File: src/rtl/sdc_seq_pkg.sv
// Shared encodings for the SD command sequencer: FSM states, response-length
// selectors and command event status bit positions.
package sdc_seq_pkg;

    localparam logic [2:0] ST_IDLE     = 3'd0;
    localparam logic [2:0] ST_WR_ARG   = 3'd1;
    localparam logic [2:0] ST_WR_CMD   = 3'd2;
    localparam logic [2:0] ST_WAIT_EVT = 3'd3;
    localparam logic [2:0] ST_RD_EVT   = 3'd4;
    localparam logic [2:0] ST_CLR_EVT  = 3'd5;
    localparam logic [2:0] ST_RD_RESP  = 3'd6;
    localparam logic [2:0] ST_DONE     = 3'd7;

    localparam logic [1:0] RESP_NONE = 2'd0;
    localparam logic [1:0] RESP_ONE  = 2'd1;
    localparam logic [1:0] RESP_FOUR = 2'd2;
    localparam logic [1:0] RESP_RSVD = 2'd3;

    localparam int EVT_CC = 0;

    // Reserved selector 3 behaves like a one-word response.
    function automatic logic [1:0] resp_last_idx(input logic [1:0] sel);
        return (sel == RESP_FOUR) ? 2'd3 : 2'd0;
    endfunction

    // A clean completion is command-complete alone with no error flags.
    function automatic logic evt_is_error(input logic [15:0] evt);
        return !evt[EVT_CC] || (evt[15:1] != 15'd0);
    endfunction

endpackage

File: src/rtl/sdc_seq_bus_if.sv
// Single-access Avalon-MM master: holds one access stable until ack and
// guarantees an idle chipselect cycle between consecutive accesses.
module sdc_seq_bus_if (
    input  logic        clk_i,
    input  logic        rst_ni,
    input  logic        start_i,
    input  logic        we_i,
    input  logic [7:0]  addr_i,
    input  logic [31:0] wdata_i,
    output logic        busy_o,
    output logic        done_o,
    output logic [31:0] rdata_o,
    output logic [7:0]  m_address_o,
    output logic [31:0] m_writedata_o,
    output logic        m_write_o,
    output logic        m_read_o,
    output logic        m_chipselect_o,
    input  logic [31:0] m_readdata_i,
    input  logic        m_ack_i
);

    logic        cs_q;
    logic        we_q;
    logic [7:0]  addr_q;
    logic [31:0] wdata_q;

    // A start is only accepted with chipselect low, so the cycle after an
    // ack always idles the bus before the next access can begin.
    always_ff @(posedge clk_i or negedge rst_ni) begin
        if (!rst_ni) begin
            cs_q    <= 1'b0;
            we_q    <= 1'b0;
            addr_q  <= 8'h00;
            wdata_q <= 32'h0;
        end else if (cs_q) begin
            if (m_ack_i) begin
                cs_q <= 1'b0;
            end
        end else if (start_i) begin
            cs_q    <= 1'b1;
            we_q    <= we_i;
            addr_q  <= addr_i;
            wdata_q <= wdata_i;
        end
    end

    assign busy_o         = cs_q;
    assign done_o         = cs_q & m_ack_i;
    assign rdata_o        = m_readdata_i;
    assign m_chipselect_o = cs_q;
    assign m_write_o      = cs_q & we_q;
    assign m_read_o       = cs_q & ~we_q;
    assign m_address_o    = cs_q ? addr_q : 8'h00;
    assign m_writedata_o  = (cs_q & we_q) ? wdata_q : 32'h0;

endmodule

File: src/rtl/sdc_cmd_seq.sv
// SD command sequencer: runs the argument/command/event/response register
// transaction on the controller slave port for one hardware request.
module sdc_cmd_seq
    import sdc_seq_pkg::*;
#(
    parameter logic [7:0]  ARG_ADDR       = 8'h00,
    parameter logic [7:0]  CMD_ADDR       = 8'h04,
    parameter logic [7:0]  RESP0_ADDR     = 8'h08,
    parameter logic [7:0]  EVT_ADDR       = 8'h30,
    parameter int unsigned TIMEOUT_CYCLES = 1000000
) (
    input  logic         clk_i,
    input  logic         rst_ni,
    input  logic         req_valid_i,
    output logic         req_ready_o,
    input  logic [31:0]  req_arg_i,
    input  logic [31:0]  req_cmd_i,
    input  logic [1:0]   req_resp_sel_i,
    input  logic         abort_i,
    output logic         done_o,
    output logic         err_o,
    output logic         timeout_o,
    output logic [15:0]  evt_status_o,
    output logic [127:0] resp_o,
    output logic         busy_o,
    output logic [7:0]   m_address_o,
    output logic [31:0]  m_writedata_o,
    input  logic [31:0]  m_readdata_i,
    output logic [3:0]   m_byteenable_o,
    output logic         m_write_o,
    output logic         m_read_o,
    output logic         m_chipselect_o,
    input  logic         m_ack_i,
    input  logic         int_cmd_i
);

    localparam int TW = $clog2(TIMEOUT_CYCLES + 1);
    localparam logic [TW-1:0] TMO_LAST = TW'(TIMEOUT_CYCLES - 1);
    localparam logic [TW-1:0] TMO_SAT  = TW'(TIMEOUT_CYCLES);

    logic [2:0]    state_q, state_d;
    logic [31:0]   arg_q, arg_d;
    logic [31:0]   cmd_q, cmd_d;
    logic [1:0]    sel_q, sel_d;
    logic          err_q, err_d;
    logic          tmo_q, tmo_d;
    logic [15:0]   evt_q, evt_d;
    logic [127:0]  resp_q, resp_d;
    logic [1:0]    idx_q, idx_d;
    logic [TW-1:0] timer_q, timer_d;

    logic          bus_start, bus_we, bus_busy, bus_done;
    logic [7:0]    bus_addr;
    logic [31:0]   bus_wdata, bus_rdata;
    logic          access_state;

    assign access_state = (state_q == ST_WR_ARG)  || (state_q == ST_WR_CMD) ||
                          (state_q == ST_RD_EVT)  || (state_q == ST_CLR_EVT) ||
                          (state_q == ST_RD_RESP);
    assign bus_start    = access_state && !bus_busy;

    always_comb begin
        bus_we    = 1'b1;
        bus_addr  = ARG_ADDR;
        bus_wdata = arg_q;
        case (state_q)
            ST_WR_CMD: begin
                bus_addr  = CMD_ADDR;
                bus_wdata = cmd_q;
            end
            ST_RD_EVT: begin
                bus_we    = 1'b0;
                bus_addr  = EVT_ADDR;
                bus_wdata = 32'h0;
            end
            ST_CLR_EVT: begin
                bus_addr  = EVT_ADDR;
                bus_wdata = 32'h0;
            end
            ST_RD_RESP: begin
                bus_we    = 1'b0;
                bus_addr  = RESP0_ADDR + {4'b0000, idx_q, 2'b00};
                bus_wdata = 32'h0;
            end
            default: ;
        endcase
    end

    always_comb begin
        state_d = state_q;
        arg_d   = arg_q;
        cmd_d   = cmd_q;
        sel_d   = sel_q;
        err_d   = err_q;
        tmo_d   = tmo_q;
        evt_d   = evt_q;
        resp_d  = resp_q;
        idx_d   = idx_q;
        timer_d = timer_q;
        case (state_q)
            ST_IDLE: begin
                if (req_valid_i) begin
                    arg_d   = req_arg_i;
                    cmd_d   = req_cmd_i;
                    sel_d   = req_resp_sel_i;
                    err_d   = 1'b0;
                    tmo_d   = 1'b0;
                    evt_d   = 16'h0;
                    resp_d  = 128'h0;
                    state_d = ST_WR_ARG;
                end
            end
            ST_WR_ARG: if (bus_done) state_d = ST_WR_CMD;
            ST_WR_CMD: begin
                if (bus_done) begin
                    timer_d = '0;
                    state_d = ST_WAIT_EVT;
                end
            end
            ST_WAIT_EVT: begin
                // Interrupt wins over abort and timeout in the same cycle.
                if (int_cmd_i) begin
                    state_d = ST_RD_EVT;
                end else if (abort_i) begin
                    err_d   = 1'b1;
                    state_d = ST_CLR_EVT;
                end else if (timer_q == TMO_LAST) begin
                    err_d   = 1'b1;
                    tmo_d   = 1'b1;
                    state_d = ST_CLR_EVT;
                end else if (timer_q != TMO_SAT) begin
                    timer_d = timer_q + TW'(1);
                end
            end
            ST_RD_EVT: begin
                if (bus_done) begin
                    evt_d = bus_rdata[15:0];
                    if (evt_is_error(bus_rdata[15:0])) err_d = 1'b1;
                    state_d = ST_CLR_EVT;
                end
            end
            ST_CLR_EVT: begin
                if (bus_done) begin
                    idx_d   = 2'd0;
                    state_d = (err_q || sel_q == RESP_NONE) ? ST_DONE : ST_RD_RESP;
                end
            end
            ST_RD_RESP: begin
                if (bus_done) begin
                    resp_d[{idx_q, 5'd0} +: 32] = bus_rdata;
                    if (idx_q == resp_last_idx(sel_q)) state_d = ST_DONE;
                    else                               idx_d   = idx_q + 2'd1;
                end
            end
            default: state_d = ST_IDLE;
        endcase
    end

    always_ff @(posedge clk_i or negedge rst_ni) begin
        if (!rst_ni) begin
            state_q <= ST_IDLE;
            arg_q   <= 32'h0;
            cmd_q   <= 32'h0;
            sel_q   <= RESP_NONE;
            err_q   <= 1'b0;
            tmo_q   <= 1'b0;
            evt_q   <= 16'h0;
            resp_q  <= 128'h0;
            idx_q   <= 2'd0;
            timer_q <= '0;
        end else begin
            state_q <= state_d;
            arg_q   <= arg_d;
            cmd_q   <= cmd_d;
            sel_q   <= sel_d;
            err_q   <= err_d;
            tmo_q   <= tmo_d;
            evt_q   <= evt_d;
            resp_q  <= resp_d;
            idx_q   <= idx_d;
            timer_q <= timer_d;
        end
    end

    sdc_seq_bus_if u_bus (
        .clk_i          (clk_i),
        .rst_ni         (rst_ni),
        .start_i        (bus_start),
        .we_i           (bus_we),
        .addr_i         (bus_addr),
        .wdata_i        (bus_wdata),
        .busy_o         (bus_busy),
        .done_o         (bus_done),
        .rdata_o        (bus_rdata),
        .m_address_o    (m_address_o),
        .m_writedata_o  (m_writedata_o),
        .m_write_o      (m_write_o),
        .m_read_o       (m_read_o),
        .m_chipselect_o (m_chipselect_o),
        .m_readdata_i   (m_readdata_i),
        .m_ack_i        (m_ack_i)
    );

    assign req_ready_o    = (state_q == ST_IDLE);
    assign busy_o         = (state_q != ST_IDLE);
    assign done_o         = (state_q == ST_DONE);
    assign err_o          = err_q;
    assign timeout_o      = tmo_q;
    assign evt_status_o   = evt_q;
    assign resp_o         = resp_q;
    assign m_byteenable_o = 4'hF;

endmodule

File: config.mk
export PLATFORM = sky130hd
export DESIGN_NAME = sdc_cmd_seq
export DESIGN_NICKNAME = d
export VERILOG_FILES = /design/src/rtl/sdc_seq_pkg.sv /design/src/rtl/sdc_seq_bus_if.sv /design/src/rtl/sdc_cmd_seq.sv
export SDC_FILE = /design/constraint.sdc
export NUM_CORES = 1
export LEC_CHECK = 0
export CAP_MARGIN = 25
export CORE_AREA = 2 2 208 210
export CTS_CLUSTER_DIAMETER = 120
export DETAILED_ROUTE_END_ITERATION = 16
export DIE_AREA = 0 0 210 212
export HOLD_SLACK_MARGIN = 0.08
export PLACE_DENSITY = 0.55
export SYNTH_ARGS = -nofsm -noshare
export SYNTH_HDL_FRONTEND = slang
export SYNTH_HIERARCHICAL = 1
export SYNTH_SLANG_ARGS = --single-unit
export TNS_END_PERCENT = 1
File: constraint.sdc
create_clock -name clk_i -period 2.5 [get_ports clk_i]
set_input_delay 0.5 -clock clk_i [delete_from_list [all_inputs] [get_ports clk_i]]
set_output_delay 0.5 -clock clk_i [all_outputs]
set_load 0.05 [all_outputs]
* Word-level counts from Yosys, hierarchy flattened
Index checks and enable logic that the tools add are counted.
W data, S select, Z words.
** Word-level totals
- Register bits after elaboration :: 279
- Output and inout port bits :: 196
- Logic and storage cells :: 131
** Operators by class
- Add/sub/neg operators :: 4
- Equality and inequality tests :: 27
- Shift-type cells :: 2
- Multiplexer cells :: 48
- Bitwise operators :: 5
- Reduce and logical (&&, ||, !) cells :: 31
** Operator list (count)
- $mux W128 :: 2
- $pmux W128 S2 :: 1
- $bwmux W128 :: 1
- $shift A32 B9 Y128 const A :: 1
- $shiftx A32 B9 Y128 :: 1
- $mux W20 :: 5
- $pmux W32 S2 :: 1
- $pmux W20 S2 :: 1
- $mux W16 :: 2
- $mux W32 :: 1
- $pmux W16 S2 :: 1
- $mux W3 :: 10
- $ne A2 B2 Y1 const B :: 12
- $pmux W3 S7 :: 1
- $add A20 B1 Y20 const B :: 1
- $eq A20 B20 Y1 const B :: 1
- $ne A20 B20 Y1 const B :: 1
- $pmux W6 S3 :: 1
- $reduce_bool A15 Y1 :: 1
- $mux W1 :: 13
- $eq A3 B3 Y1 const B :: 4
- $reduce_and A6 Y1 :: 2
- $reduce_bool A2 Y1 :: 5
- $neg A7 Y9 :: 1
- 29 further kinds :: 47

* Logic depth before layout (Yosys ltp)
Gate-level depths: netlist of the first run.
- Word-level depth :: 8
- Gate-level depth with buffers :: 9

* By module
Netlist of the first run, hierarchy kept.
** Modules (own cells, without submodules)
- sdc_cmd_seq :: instances 1, cells an instance 1100, area an instance 10277.4 µm²
- sdc_seq_bus_if :: instances 1, cells an instance 174, area an instance 2318.5 µm²

* Worst setup path before layout of the first run
No wires, ideal clock.
- Path type :: flip-flop to flip-flop
- Start point :: register state_q[1]
- End point :: register resp_q[64] (netlist: resp_o[64])
- Data arrival time :: 2.690 ns
- Setup slack :: -0.257 ns
- Stages on the path, launching flop included :: 10
- Cells stage by stage :: dfrtp_1 inv_1 ha_1 nor2b_1 and2_1 buf_2 a21oi_1 nor4b_2 buf_2 a22o_1
** Between the ends
- Longest elaborated chain between the ends :: 3
- Elaborated cells on any way between the ends :: 7
- Those cells by class :: eq/ne: 3; mux: 1; reduce/logical: 3
** Ends and longest elaborated chain
- start, declared :: RTL line sdc_cmd_seq.sv:41 : logic [2:0] state_q, state_d;
- start signal, assigned :: RTL line sdc_cmd_seq.sv:172 : state_q <= state_d;
- $logic_not A3 Y1 *
- net req_ready_o :: RTL line sdc_cmd_seq.sv:15 : output logic req_ready_o,
- $ne A2 B2 Y1 (no line) or $reduce_bool A2 Y1 (tied branches)
- $reduce_and A3 Y1 (no line)
- end signal, assigned :: RTL line sdc_cmd_seq.sv:179 : resp_q <= resp_d;
- end, declared :: RTL line sdc_cmd_seq.sv:48 : logic [127:0] resp_q, resp_d;
The timed path passes the listed nets; every way through them passes the cells marked *.
A chain may end at the register's enable or synchronous reset.

* Worst setup path after layout of the first run
- Start point :: register state_q[0]
- End point :: output port busy_o
** Between the ends
- Longest elaborated chain between the ends :: 1
** Ends and longest elaborated chain
- $reduce_bool A3 Y1 :: RTL line sdc_cmd_seq.sv:205 : assign busy_o = (state_q != ST_IDLE);
- end, declared :: RTL line sdc_cmd_seq.sv:25 : output logic busy_o,
Every way passes these cells.

==> results of run 1 <==
==> sequential cells by signal (all words and copies together), names as in the netlist, 3 cells and up <==
register and flops:
resp_o 128, arg_q 32, cmd_q 32, u_bus/wdata_q 32
timer_q 20, evt_status_o 16, u_bus/addr_q 8, state_q 3
==> cells in the mapped netlist (all sizes together), types with 2 or more instances <==
cell     instances
conb             2
mux2i            3
nor4bb           2
o22a             2
or3              4
dfrtp          279
o31ai           12
a31oi            6
or4              2
and2            14
ha              11
o22ai            2
and3            35
o21ai          118
a21oi           17
nor3             5
nand4b           2
nand2          413
nand3           13
a2111oi          2
buf             56
mux2            42
nand2b           2
o311ai           2
nor2b            8
clkbuf          67
nor4            12
a22o            83
nand4            8
inv             10
nor4b            2
o211ai           5
nor2            24
==> layer usage <==
layer  track usage [%]  up-vias  share of wire, %
met4              6.16        2               2.5
met1              23.3     4981                44
met3              4.95       58               7.5
li1                  -     4855                 -
met2              28.6      338                46
met5                 0        -             0.046
==> cell families after synthesis <==
family | Yosys count | synth area share, %
mux | 45 | 5.22
simple gates | 548 | 18.9
flops | 279 | 55.4
fa+ha+maj | 11 | 1.09
compound gates | 256 | 13.6
other cells | 2 | 0.0596
buf+inv | 133 | 5.75
==> per-stage QoR <==
step | hold WS [ns] | power (mW) | area [sq um] | util (%) | std cells
3_5_place_dp | 0.462 | 13.9 | 16800 | 39.6 | 2065
3_3_place_gp | 0.458 | 13.7 | 16800 | 39.6 | 2065
4_1_cts | 0.461 | 19.4 | 18100 | 42.5 | 2128
5_1_grt | 0.488 | 20.3 | 18100 | 42.6 | 2128
2_1_floorplan | 0.204 | 10.9 | 12600 | - | 1280
6_report | 0.472 | 19.1 | 18100 | 42.6 | 2128
==> cell type report <==
cell class	count	share of cell area, %
clock buffer	50	5.71
clock inverter	12	1.13
inverter	10	0.207
multi-input combinational	868	27.8
sequential	279	38.6
tap	546	3.77
timing repair buffer	363	22.8
==> power breakdown <==
group / total (mW) / internal [mW] / switching [mW]
combinational: 7.56 / 3.12 / 4.44
sequential: 6.19 / 5.52 / 0.669
clock: 5.38 / 3.40 / 1.98
total: 19.1 / 12.0 / 7.09
==> timing repair <==
item,4_1_cts,5_1_grt
hold buffers,1,0
resized for setup,3,3
hold endpoints to repair,56,0
setup endpoints to repair,1,53
==> worst paths after layout <==
check	from	to	slack, ns	cells after the start
worst min-delay path	arg_q[14]	arg_q[14]	0.47	2
max in group asynchronous	rst_ni	resp_o[70]	1.25	3
min in group asynchronous	rst_ni	resp_o[26]	0.51	2
worst max-delay path	state_q[0]	busy_o	0.17	6
worst min register to register	arg_q[14]	arg_q[14]	0.47	2
worst max register to register	timer_q[0]	state_q[1]	0.19	6
==> worst max-delay path: stages, from the launching register on <==
cell and delay (ns):
dfrtp_1 0.42, inv_2 0.15, ha_4 0.19, nor2b_2 0.16, buf_4 0.15, inv_1 0.04, buf_4 0.18
==> cells in the final DEF (no fill, tap or decap), drive strengths merged, types with 6 or more instances in the layout <==
cell / count
a21oi: 17
nor4: 12
nand3: 13
ha: 11
clkbuf: 50
nor2b: 8
and2: 14
a31oi: 6
buf: 114
clkdlybuf4s50: 248
nor2: 24
o31ai: 12
a22o: 83
nand2: 413
mux2: 42
o21ai: 118
conb: 8
dfrtp: 279
nand4: 8
inv: 11
and3: 35
==> results.tsv, run 1 <==
stage	metric	value	unit
timing	Hold Fails Final Rpt	0	
clocking	clock slew at reported path FFs	0.06	ns
power_and_ir_drop	total leakage power	8.09	nW
layout	count of nets after finishing	1672	
critical_path	CP Launch Type	register	
timing	Clock Skew	0.0294	ns
logic_synthesis	library cells used by synthesis	55	
layout	layout cells sized above 1	15.2	%
logic_synthesis	flops & latches, synth	279	
placed_design	IO Port Bufs	295	
critical_path	worst-path maximum fanout	5	
routing	DR WL/cell	18.4	microns
logic_synthesis	ys flop type	dfrtp_1	
floorplan	Cell Rows	76	
timing	Setup TNS	0	ns
clocking	CTS buffer count	35	
logic_synthesis	warnings from Yosys	6	
critical_path	crit end category	primary output	
floorplan	Initial Util	29.6	%
logic_synthesis	Synth area leader	dfrtp_1	
clocking	H-tree level count	2	
routing	First-pass DRT Iterations	5	
clocking	clk buf depth	3	
floorplan	Core Region	42500	sq um
job	max-cap viol count	0	
layout	# fillers	4060	
routing	Avg Vias per Cell	4.81	
timing	final setup vio count	0	
layout	antenna cells	0	
clocking	CTS tree	yes	
timing	Worst-Margin Slew	0.613	ns
layout	Syn-to-layout area delta	43.7	%
placed_design	hpwl dp	27.0	mm
logic_synthesis	Cells after Synth	1274	
timing	minimum clock period	2.33	ns
logic_synthesis	share of the synthesized area in the top cell type	55.4	%
routing	Detailed Route Iter0 Violations	632	
logic_synthesis	top cells by area, synth	dfrtp_1 (55%), nand2_1 (12%), a22o_1 (5.8%)	
layout	register area	6980	sq um
layout	multi-input logic area	5020	sq um
logic_synthesis	Post-synth EDFFs	0	
global_route	global route overflow	0	
timing	worst setup margin	0.170	ns
global_route	first-pass GRT wire length	61.7	mm
placed_design	GP Congestion	0.820	
global_route	All-Layer GR Usage	17.9	%
floorplan	I/O Pins	300	
logic_synthesis	share of the yosys chip area belonging to registers	55.4	%
floorplan	Chip Width	210	microns
power_and_ir_drop	VDD IR max	0.589	mV
clocking	total setup buffers inserted after CTS	0	
clocking	clock insertion delay at the later pin of the skew report	0.55	ns
power_and_ir_drop	Power Density	1060	nW/um^2
critical_path	WS Path Type	register to primary output	
timing	Tcrit/Tclk final	93.2	%
routing	vias	10200	
global_route	initial antenna violation count	1	
timing	maximum clock frequency	429	MHz
logic_synthesis	Async S/R FF share, synth	100	%
min_path	min-delay worst type	register to register	
clocking	# clock sinks	279	
clocking	clk root buf	clkbuf_16	
logic_synthesis	Avg Cell Area, Syn	9.89	sq um
timing	max_slew headroom	59.0	%
routing	final wirelength	39.2	mm
floorplan	die area	44500	sq um
placed_design	pre-CTS setup slack	-0.0635	ns
routing	Routed Antenna Nets	0	
timing	max-slew violations	0	
global_route	largest net degree at the start of global routing	69	
run_status	status	complete, no violations	
critical_path	critical path data required time	2.00	ns
logic_synthesis	Mapped Area	12600	sq um
routing	DRC violations left	0	
critical_path	Worst Path Arrival	1.83	ns
timing	RSZ-0062 raised after global routing	no	
global_route	vias in the first global route	10400	
floorplan	Die Y	212	microns
No activity file was read; power rests on OpenSTA's default activity.
==> run 2: changes to the inputs <==
--- a/config.mk
+++ b/config.mk
@@ -10,6 +10,7 @@
 export CTS_CLUSTER_DIAMETER = 120
 export DETAILED_ROUTE_END_ITERATION = 16
 export DIE_AREA = 0 0 210 212
+export GPL_ROUTABILITY_DRIVEN = 0
 export HOLD_SLACK_MARGIN = 0.08
 export PLACE_DENSITY = 0.55
 export SYNTH_ARGS = -nofsm -noshare
==> results of run 2 <==
Final layout, timing and power as in run 1 (identical DEF).
==> run 3: changes to the inputs <==
--- a/config.mk
+++ b/config.mk
@@ -7,7 +7,7 @@
 export LEC_CHECK = 0
 export CAP_MARGIN = 25
 export CORE_AREA = 2 2 208 210
-export CTS_CLUSTER_DIAMETER = 120
+export CTS_CLUSTER_DIAMETER = 30
 export DETAILED_ROUTE_END_ITERATION = 16
 export DIE_AREA = 0 0 210 212
 export GPL_ROUTABILITY_DRIVEN = 0
==> results.tsv, run 3 (same netlist as run 1, synthesis figures left out) <==
stage	metric	value	unit
run_status	status	complete, no violations	
floorplan	Initial Util	29.6	%
global_route	initial antenna violation count	1	
timing	RSZ-0062 raised after global routing	no	
layout	max reg flops	128	
placed_design	hpwl dp	27.0	mm
routing	DRC violations left	0	
timing	max-slew violations	0	
min_path	hold endpoint	cmd_q[23]	
clocking	clk buf depth	3	
critical_path	CP Launch Type	register	
power_and_ir_drop	total leakage power	8.72	nW
routing	DR WL/cell	18.2	microns
global_route	All-Layer GR Usage	18.2	%
timing	max_slew headroom	55.3	%
critical_path	WS Path Type	register to primary output	
global_route	first-pass GRT wire length	62.9	mm
layout	commonest non-fill, non-tap cells in the layout	nand2_1 (412), dfrtp_1 (279), clkdlybuf4s50_1 (248)	
layout	layout cells sized above 1	18.7	%
global_route	largest net degree at the start of global routing	69	
clocking	H-tree level count	3	
critical_path	Critical-path top delay cell	dfrtp_1	
timing	Hold Fails Final Rpt	0	
layout	# fillers	3945	
critical_path	RR Startpoint	timer_q[0]	
critical_path	worst-path maximum fanout	5	
floorplan	Chip Width	210	microns
routing	Routed Antenna Nets	0	
floorplan	I/O Pins	300	
clocking	clk root buf	clkbuf_16	
placed_design	IO Port Bufs	295	
timing	maximum clock frequency	420	MHz
timing	Clock Skew	0.0189	ns
critical_path	crit path cell chain	inv_2, ha_2, nor2b_2, buf_4, inv_1, buf_4	
routing	final wirelength	39.9	mm
floorplan	Die Y	212	microns
clocking	# clock sinks	279	
global_route	vias in the first global route	10800	
routing	Detailed Route Iter0 Violations	640	
power_and_ir_drop	VDD IR max	0.869	mV
timing	minimum clock period	2.38	ns
clocking	CTS tree	yes	
floorplan	die area	44500	sq um
critical_path	Worst Path Arrival	1.88	ns
timing	Worst-Margin Slew	0.664	ns
power_and_ir_drop	Power Density	1200	nW/um^2
layout	antenna cells	0	
clocking	total setup buffers inserted after CTS	0	
min_path	min-delay worst type	register to register	
global_route	global route overflow	0	
critical_path	crit end category	primary output	
floorplan	Cell Rows	76	
layout	leading cell type in the layout, fill and taps excluded	nand2_1	
layout	Syn-to-layout area delta	54.1	%
clocking	CTS buffer count	72	
layout	count of nets after finishing	1709	
min_path	worst hold start	cmd_q[23]	
clocking	clock insertion delay at the later pin of the skew report	0.56	ns
routing	First-pass DRT Iterations	5	
critical_path	Top cell by count, worst path	buf_4	
critical_path	R2R depth	6	
timing	Tcrit/Tclk final	95.3	%
placed_design	placed inst area	16800	sq um
critical_path	slowest stage delay, CP	0.43	ns
critical_path	r2r endpoint	state_q[1]	
job	max-cap viol count	0	
layout	cell area after layout	19400	sq um
timing	Setup TNS	0	ns
clocking	clock slew at reported path FFs	0.04	ns
floorplan	Core Region	42500	sq um
min_path	WHS Path Cells	2	
timing	final setup vio count	0	
routing	Avg Vias per Cell	4.77	
critical_path	critical path data required time	2.00	ns
routing	vias	10500	
critical_path	reg2reg setup slack	0.18	ns
==> run 3: power breakdown <==
| group | internal (mW) | total (mW) | switching [mW] |
|---|---|---|---|
| Sequential | 5.54 | 6.21 | 0.670 |
| Combinational | 3.10 | 7.54 | 4.44 |
| Clock | 6.86 | 9.64 | 2.77 |
==> run 3: layer usage <==
layer	vias to the layer above	wire length [microns]	GRT usage, %
met1	5072	17200	23.3
met2	375	18500	28.8
met4	2	891	6.46
met3	62	3330	5.88
met5	-	17	0
li1	4965	-	-
==> run 3: how the worst max path moves through the flow <==
stage,start,to,slack (ns),cells past startpoint
floorplan,state_q[1],resp_o[64],0.05,9
global placement,m_readdata_i[0],err_o,-0.10,7
detailed placement,m_readdata_i[0],err_o,-0.06,7
CTS,state_q[1],busy_o,0.06,6
global route,state_q[0],busy_o,0.002,6
finish,state_q[1],busy_o,0.12,6
==> run 3: timing repair <==
item | 4_1_cts | 5_1_grt
hold buffers | 1 | 0
pin swaps | 0 | 0
resized for setup | 4 | 1
setup endpoints to repair | 3 | 3
hold endpoints to repair | 56 | 0
==> run 3: layout make-up <==
class                      instances  area, sq um  share of cell area, %
sequential                       279         6980                   36.0
multi-input combinational        868         5010                   25.8
timing repair buffer             363         4140                   21.3
clock buffer                      88         1990                   10.3
tap                              546          683                   3.52
clock inverter                    41          563                   2.90
inverter                          10         37.5                  0.193
==> run 3: metrics by stage <==
step	total power, mW	util (%)	std cells	setup WS [ns]	hold slack [ns]
floorplan	10.9	-	1280	0.0544	0.204
global placement	13.7	39.6	2065	-0.101	0.458
detailed placement	13.9	39.6	2065	-0.0635	0.462
CTS	23.7	45.7	2195	0.0594	0.441
global route	24.7	45.7	2195	0.00185	0.460
finish	23.4	45.7	2195	0.118	0.470
==> run 3: critical path: cells and delay by family, from the launching register on <==
| family | cells | cell delay (ns) |
|---|---|---|
| simple gates | 1 | 0.17 |
| buf+inv | 4 | 0.50 |
| flops | 1 | 0.43 |
| fa+ha+maj | 1 | 0.24 |
